==> config.mk <==
export PLATFORM = sky130hd
export DESIGN_NAME = boot_loader
export DESIGN_NICKNAME = d
export VERILOG_FILES = /design/src/rtl/boot_loader.sv
export SDC_FILE = /design/constraint.sdc
export NUM_CORES = 1
export LEC_CHECK = 0
export CAP_MARGIN = 20
export CORE_MARGIN = 4
export CORE_UTILIZATION = 45
export DETAILED_ROUTE_END_ITERATION = 8
export PLACE_DENSITY = 0.73
export SLEW_MARGIN = 20
export SYNTH_ARGS = -nofsm -noshare
export SYNTH_HDL_FRONTEND = slang
export SYNTH_SLANG_ARGS = --single-unit
==> constraint.sdc <==
create_clock -name clk -period 1.7 [get_ports clk]
set_input_delay 0.51 -clock clk [delete_from_list [all_inputs] [get_ports clk]]
set_output_delay 0.51 -clock clk [all_outputs]
set_load 0.05 [all_outputs]
==> src/rtl/boot_loader.sv <==
// Byte-stream boot loader: holds the CPU in reset, writes a length-prefixed big-endian
// word image into instruction memory, verifies an XOR checksum and then releases the CPU.
module boot_loader #(
    parameter int unsigned ADDR_WIDTH = 8,
    parameter logic [31:0] BASE_ADDR  = 32'h0000_0000
) (
    input  logic        clk,
    input  logic        reset,
    input  logic        rx_valid,
    input  logic [7:0]  rx_data,
    output logic        rx_ready,
    output logic        imem_we,
    output logic [31:0] imem_addr,
    output logic [31:0] imem_wdata,
    output logic        cpu_reset,
    output logic        done,
    output logic        error
);

    typedef enum logic [2:0] {
        S_LEN_HI,
        S_LEN_LO,
        S_DATA,
        S_CHECK,
        S_RUN,
        S_ERROR
    } state_t;

    // Index is one bit wider than ADDR_WIDTH so a full 2^ADDR_WIDTH-word image is legal.
    localparam int unsigned    IDX_W     = ADDR_WIDTH + 1;
    localparam logic [16:0]    MAX_WORDS = 17'(1) << ADDR_WIDTH;
    localparam logic [IDX_W-1:0] IDX_ONE = {{(IDX_W-1){1'b0}}, 1'b1};

    state_t            state_q, state_d;
    logic [15:0]       len_q, len_d;
    logic [23:0]       word_q, word_d;
    logic [7:0]        csum_q, csum_d;
    logic [1:0]        cnt_q, cnt_d;
    logic [IDX_W-1:0]  idx_q, idx_d;

    logic              rx_ready_q, rx_ready_d;
    logic              imem_we_q, imem_we_d;
    logic [31:0]       imem_addr_q, imem_addr_d;
    logic [31:0]       imem_wdata_q, imem_wdata_d;
    logic              cpu_reset_q, cpu_reset_d;
    logic              done_q, done_d;
    logic              error_q, error_d;

    logic              xfer;
    logic [15:0]       new_len;
    logic [31:0]       word_full;
    logic              last_word;

    always_comb begin
        state_d      = state_q;
        len_d        = len_q;
        word_d       = word_q;
        csum_d       = csum_q;
        cnt_d        = cnt_q;
        idx_d        = idx_q;
        imem_we_d    = 1'b0;
        imem_addr_d  = imem_addr_q;
        imem_wdata_d = imem_wdata_q;
        cpu_reset_d  = cpu_reset_q;
        done_d       = done_q;
        error_d      = error_q;

        xfer      = rx_valid & rx_ready_q;
        new_len   = {len_q[15:8], rx_data};
        word_full = {word_q, rx_data};
        last_word = ({1'b0, len_q} == (17'(idx_q) + 17'd1));

        case (state_q)
            S_LEN_HI: begin
                if (xfer) begin
                    len_d[15:8] = rx_data;
                    state_d     = S_LEN_LO;
                end
            end
            S_LEN_LO: begin
                if (xfer) begin
                    len_d = new_len;
                    if ({1'b0, new_len} > MAX_WORDS) begin
                        state_d = S_ERROR;
                        error_d = 1'b1;
                    end else if (new_len == 16'd0) begin
                        state_d = S_CHECK;
                    end else begin
                        state_d = S_DATA;
                    end
                end
            end
            S_DATA: begin
                if (xfer) begin
                    word_d = word_full[23:0];
                    csum_d = csum_q ^ rx_data;
                    cnt_d  = cnt_q + 2'd1;
                    // Fourth byte completes a word: strobe it out on the next cycle.
                    if (cnt_q == 2'd3) begin
                        imem_we_d    = 1'b1;
                        imem_wdata_d = word_full;
                        imem_addr_d  = BASE_ADDR + (32'(idx_q) << 2);
                        idx_d        = idx_q + IDX_ONE;
                        if (last_word) begin
                            state_d = S_CHECK;
                        end
                    end
                end
            end
            S_CHECK: begin
                if (xfer) begin
                    if (rx_data == csum_q) begin
                        state_d     = S_RUN;
                        done_d      = 1'b1;
                        cpu_reset_d = 1'b0;
                    end else begin
                        state_d = S_ERROR;
                        error_d = 1'b1;
                    end
                end
            end
            S_RUN: begin
                state_d = S_RUN;
            end
            S_ERROR: begin
                state_d = S_ERROR;
            end
            default: begin
                state_d = S_ERROR;
                error_d = 1'b1;
            end
        endcase

        rx_ready_d = (state_d == S_LEN_HI) || (state_d == S_LEN_LO) ||
                     (state_d == S_DATA)   || (state_d == S_CHECK);
    end

    always_ff @(posedge clk or negedge reset) begin
        if (!reset) begin
            state_q      <= S_LEN_HI;
            len_q        <= '0;
            word_q       <= '0;
            csum_q       <= '0;
            cnt_q        <= '0;
            idx_q        <= '0;
            rx_ready_q   <= 1'b0;
            imem_we_q    <= 1'b0;
            imem_addr_q  <= BASE_ADDR;
            imem_wdata_q <= '0;
            cpu_reset_q  <= 1'b1;
            done_q       <= 1'b0;
            error_q      <= 1'b0;
        end else begin
            state_q      <= state_d;
            len_q        <= len_d;
            word_q       <= word_d;
            csum_q       <= csum_d;
            cnt_q        <= cnt_d;
            idx_q        <= idx_d;
            rx_ready_q   <= rx_ready_d;
            imem_we_q    <= imem_we_d;
            imem_addr_q  <= imem_addr_d;
            imem_wdata_q <= imem_wdata_d;
            cpu_reset_q  <= cpu_reset_d;
            done_q       <= done_d;
            error_q      <= error_d;
        end
    end

    assign rx_ready   = rx_ready_q;
    assign imem_we    = imem_we_q;
    assign imem_addr  = imem_addr_q;
    assign imem_wdata = imem_wdata_q;
    assign cpu_reset  = cpu_reset_q;
    assign done       = done_q;
    assign error      = error_q;

endmodule

## Yosys cells after proc, flatten, opt, wreduce, memory -nomap -nowiden

Cells that the tools add are included.

| storage, ports and cells | value |
|---|---|
| ROM bits | 0 |
| input bits | 11 |
| bits in latches | 0 |
| memories | 0 |
| RAM bits | 0 |
| flip-flop bits (word level) | 108 |

| cells by class | value |
|---|---|
| $add $sub $neg | 3 |
| $mul | 0 |
| div/mod/pow operators | 0 |
| mux-type cells | 20 |
| equal/unequal tests | 15 |
| reductions and logical operators | 13 |
| bitwise operators | 4 |
| shift-type cells | 0 |
| order comparisons | 1 |

Operators with widths:

| operator | number |
|---|---|
| 3-bit two-way mux | 7 |
| 16-bit by 10-bit == test with 1-bit output | 1 |
| 16-bit by 9-bit greater-than comparator with 1-bit output, second input constant | 1 |
| 16-bit logical NOT | 1 |
| 8-bit case mux with 2 select lines | 1 |
| 3-bit case mux with 5 select lines | 1 |
| 3-bit by 2-bit == test with 1-bit output, second input constant | 4 |
| 9-bit by 1-bit adder with 10-bit output, second input constant | 1 |
| 9-bit by 1-bit adder with 9-bit output, second input constant | 1 |
| 1-bit two-way mux | 9 |
| 3-bit AND reduction | 3 |
| 8-bit == test | 1 |
| 8-bit two-way mux | 1 |
| 2-bit != test, second input constant | 4 |
| 8-bit bitwise XOR | 1 |
| 3-bit by 1-bit == test with 1-bit output, second input constant | 2 |
| 3-bit == test, second input constant | 2 |
| 3-bit logical NOT | 2 |
| 5-bit AND reduction | 1 |
| 2-bit AND reduction | 2 |
| 4-bit OR reduction | 1 |
| 1-bit logical OR | 3 |
| 1-bit case mux with 3 select lines | 1 |
| 2-bit by 1-bit adder with 2-bit output, second input constant | 1 |
| 3 further kinds | 4 |

## Depth between registers and ports, before layout

| depth | value |
|---|---|
| word-level depth | 10 |
| depth in mapped cells | 9 |
| depth with buffers taken out | 6 |

## Least setup slack after synthesis

No wires, ideal clock.

| timing path | value |
|---|---|
| kind | register to register |
| start | reg rx_ready_q, in the netlist rx_ready |
| end | reg len_q[10] |
| required time | 1.575 ns |
| path slack | -0.147 ns |
| library setup time | 0.125 ns |
| arrival | 1.722 ns |
| stages on the path, launching flop included | 5 |
| path buffers | 1 |
| cell sequence | dfrtp_1 and3b_1 buf_2 nor3b_4 mux2_2 |

| between the ends | value |
|---|---|
| longest elaborated chain between the ends | 2 |

Ends and longest elaborated chain:

| item | line | source |
|---|---|---|
| start, declared | 41 | `logic rx_ready_q, rx_ready_d;` |
| start signal, assigned | 160 | `rx_ready_q <= rx_ready_d;` |
| 1-bit AND | 68 | `xfer = rx_valid & rx_ready_q;` |
| 3-bit AND reduction (no line) | n/a |  |
| end signal, assigned | 155 | `len_q <= len_d;` |
| end, declared | 35 | `logic [15:0] len_q, len_d;` |

Every way passes these cells.
A chain may end at the register's enable or synchronous reset.

## Worst setup path in the final report

| timing path | value |
|---|---|
| start | reg len_q[10] |
| end | reg state_q[0] |

| between the ends | value |
|---|---|
| longest elaborated chain between the ends | 5 |

Ends and longest elaborated chain:

| item | line | source |
|---|---|---|
| branches (longest 4 deep; another with 16-bit by 9-bit greater-than comparator with 1-bit output) | n/a |  |
| 3-bit case mux with 5 select lines * | 73 | `case (state_q)` |
| via state_d[0] | 34 | `state_t state_q, state_d;` |
| end signal, assigned | 154 | `state_q <= state_d;` |
| end, declared | 34 |  |

Mark *: on every way through the listed nets, which the timed path passes.

==> parameters.txt <==
Parameter                              Value

GRT
  First-pass GRT wire length    18500 um
  Vias in the first global route    3619
  Final global-route overflow total    0
  Maximum number of pins on one net before global-route repair    41
  Antenna violations before repair    0
  Total routing resource utilization after global routing    18.4%

Layout
  Post-route cell area    6510 um^2
  Syn-to-layout area delta    36.1%
  Filler instances    800
  # nets final    599
  Multi-input gate area in the final layout    1930 um^2
  # diodes    0
  Layout cell share with drive strength beyond 1    26.2%
  FF+latch area    2710 um^2

Synthesis
  Post-synthesis cell type count    49
  Top_reg_cell synth    sky130_fd_sc_hd__dfrtp_1
  Area share of the largest cell type after synthesis    55.9%
  Synth Register Bits    108
  Most instantiated cells after synthesis    209 x sky130_fd_sc_hd__nand2_1, 107 x sky130_fd_sc_hd__dfrtp_1, 24 x sky130_fd_sc_hd__xnor2_1, 23 x sky130_fd_sc_hd__buf_4
  Count of flip-flops with a built-in enable after synthesis    0
  Synthesized area per cell    9.81 um^2
  FFs w/ async S/R, synth    100%
  Cell with the most instances after synthesis    sky130_fd_sc_hd__nand2_1
  Cell taking the most area after synthesis    sky130_fd_sc_hd__dfrtp_1
  Syn. warnings    0
  Post-synthesis cell area    4790 um^2
  Post-synthesis cell count    488
  Cells taking the most area after synthesis    sky130_fd_sc_hd__dfrtp_1 56%, sky130_fd_sc_hd__nand2_1 16%, sky130_fd_sc_hd__xnor2_1 4.4%
  Part of the Yosys area used for sequential elements    56.5%

Hold path
  Worst hold path type    reg -> reg
  Count of cells along the worst hold path    2

Floorplan
  Effective utilization at floorplan    46.4%
  Chip height    111 um
  Horiz. Die Dim    111 um
  Core region area    10300 um^2
  Cell row count    37
  Total I/O pin count    80
  Overall die area    12300 um^2

Placement
  Detailed Place HPWL    8030 um
  RePlAce Congestion    0.870
  Port Buf Inserts    56
  Placed Instance Area    6230 um^2

Setup path
  Type of the worst setup path    reg -> reg
  Arrival time reported for the critical path endpoint    2100 ps
  Cell with the largest stage delay on the worst path    sky130_fd_sc_hd__or4_4
  Worst R2R Path Depth    4
  Cell chain of the critical path    or4_4, nor4_1, nand4_1, o31ai_1
  Kind of capture point of the worst setup path    register
  CP Launch Type    register
  Highest cell delay on the worst timing path    580 ps
  Required time worst endpoint    1970 ps
  CP Max Fanout    2

Clocking
  Number of buffers created by CTS    9
  Clock transition at path regs    100 ps
  Clock latency on the worst-skew pair    370 ps
  Number of buffers on the longest clock path    2
  CTS tree    done
  TritonCTS Sinks    108
  Root Driver    sky130_fd_sc_hd__clkbuf_8
  Clock H-tree levels    3

STA
  Fin worst setup slack    -134 ps
  Clock Skews    6.87 ps
  Fin crit share    108%
  Time the worst path needs with I/O delays and setup    1830 ps
  Count of endpoints failing hold in the final timing report    0
  Finish-stage setup viols    5
  Unrepaired setup endpoints after global routing    true
  Fmax    545 MHz
  Final Slew Violations    0

Pwr
  Max IR drop VDD    0.709 mV
  Cell area power density    930 nW/um^2
  Leakage power of the design    3.26 nW
  Pwr Total    0.00606 W

Flow run
  Number of max-cap violations    0

Drt
  Drc violations    0
  Wire length after detailed routing    11300 um
  Starting DRC count in detailed routing    221
  Via density per instance    5.00
  Number of antenna-violating nets in the routed design    0
  Vias after detailed routing    3636
  Drt pass-1 iters    4
  DR WL/cell    15.6 um

Run status
  Violated checks    setup timing
  Outcome    complete, but fails checks
-- placed cells by master, fill, tap and decap left out, drive strengths merged, types with 2 or more instances in the layout --
cell type	synthesis	routed
a21oi	4	4
a41oi	2	2
and2	5	5
buf	38	100
clkbuf	7	10
clkinvlp	0	3
conb	1	23
dfrtp	107	107
dlygate4sd2	0	8
ha	2	2
inv	2	5
mux2	15	15
nand2	210	210
nand3	6	6
nand4	7	7
nor2	7	7
nor2b	4	4
nor3	2	2
nor3b	2	2
nor4	4	4
o21ai	5	5
o21bai	2	2
or3	3	3
or4	3	3
xnor2	24	24
xor2	12	12
-- cell type report --
type	count	area share, %
clock buffers	10	2.11
clock inverters	6	0.826
inverters	2	0.115
multi-input cells	355	29.6
flip-flops and latches	108	41.5
well taps	136	2.61
repair buffers	110	23.2
-- per-stage QoR --
step                      worst slack (ps)  hold WS [ps]  cells  util (%)  setup TNS [ps]
final                                 -134           480    727      63.1            -586
after detailed placement              -660           422    705      60.4          -37870
after floorplan                      -68.8           214    510         -            -136
after global routing                  -179           510    727      63.1            -822
after CTS                            -60.1          9.85    724      62.6            -142
after global placement                -590           413    705      60.4          -33800
-- registers in the layout (all words and copies together) (netlist names) --
signal      flops
done            1
word_q         24
imem_we         1
cpu_reset       1
error           1
csum_q          8
imem_addr       9
cnt_q           2
rx_ready        1
idx_q           9
imem_wdata     32
state_q         3
len_q          16
-- layer usage --
layer / routed length (um) / part of all wire (%) / global-route usage (%)
met1: 5060 / 45 / 25.0
met2: 5570 / 49 / 30.0
met3: 515 / 4.5 / 3.71
met4: 180 / 1.6 / 5.19
met5: 0 / 0 / 0
-- worst max-delay path: cells and delay by family, from the launching register on --
kind | cells | cell delay, ps
flip-flops | 1 | 400
AO/OA/AOI/OAI | 1 | 260
AND/OR/NAND/NOR | 3 | 1080
-- where the power goes --
| part | switching [W] | leakage, nW | internal, W |
|---|---|---|---|
| clock network | 0.000917 | 0.0890 | 0.000599 |
| registers | 0.000306 | 1.46 | 0.00286 |
| logic | 0.000701 | 1.72 | 0.000671 |
| total | 0.00192 | 3.26 | 0.00413 |
-- cell families after synthesis --
logic type,Yosys count,synth area share [%]
and+or+nand+nor,259,23.8
DFF,108,56.5
buffers and inverters,47,5.99
xor gates and xnor gates,36,6.59
AOI/OAI and AO/OA,20,3.01
muxes,15,3.53
adders and majority gates,2,0.523
other,1,0.0784
-- what timing repair did --
action,4_1_cts,5_1_grt
hold buffers,0,1
pin swaps,5,2
endpoints found under the hold margin,0,4
cloned,0,0
endpoints found under the setup margin,22,7
gates resized for setup,15,8
setup buffers,3,2
-- path summary, 6_finish.rpt --
check / startpoint / end / slack, ps
min in group asynchronous: reset / imem_wdata[29]$_DFFE_PN0P_ / 570
max in group asynchronous: reset / cpu_reset$_DFFE_PN1P_ / 550
worst max register to register: len_q[10]$_DFFE_PN0P_ / state_q[0]$_DFF_PN0_ / -130
worst max-delay path: len_q[10]$_DFFE_PN0P_ / state_q[0]$_DFF_PN0_ / -130
worst min register to register: word_q[22]$_DFFE_PN0P_ / imem_wdata[30]$_DFFE_PN0P_ / 480
worst min-delay path: word_q[22]$_DFFE_PN0P_ / imem_wdata[30]$_DFFE_PN0P_ / 480
Power figures use the tool's default switching activity.
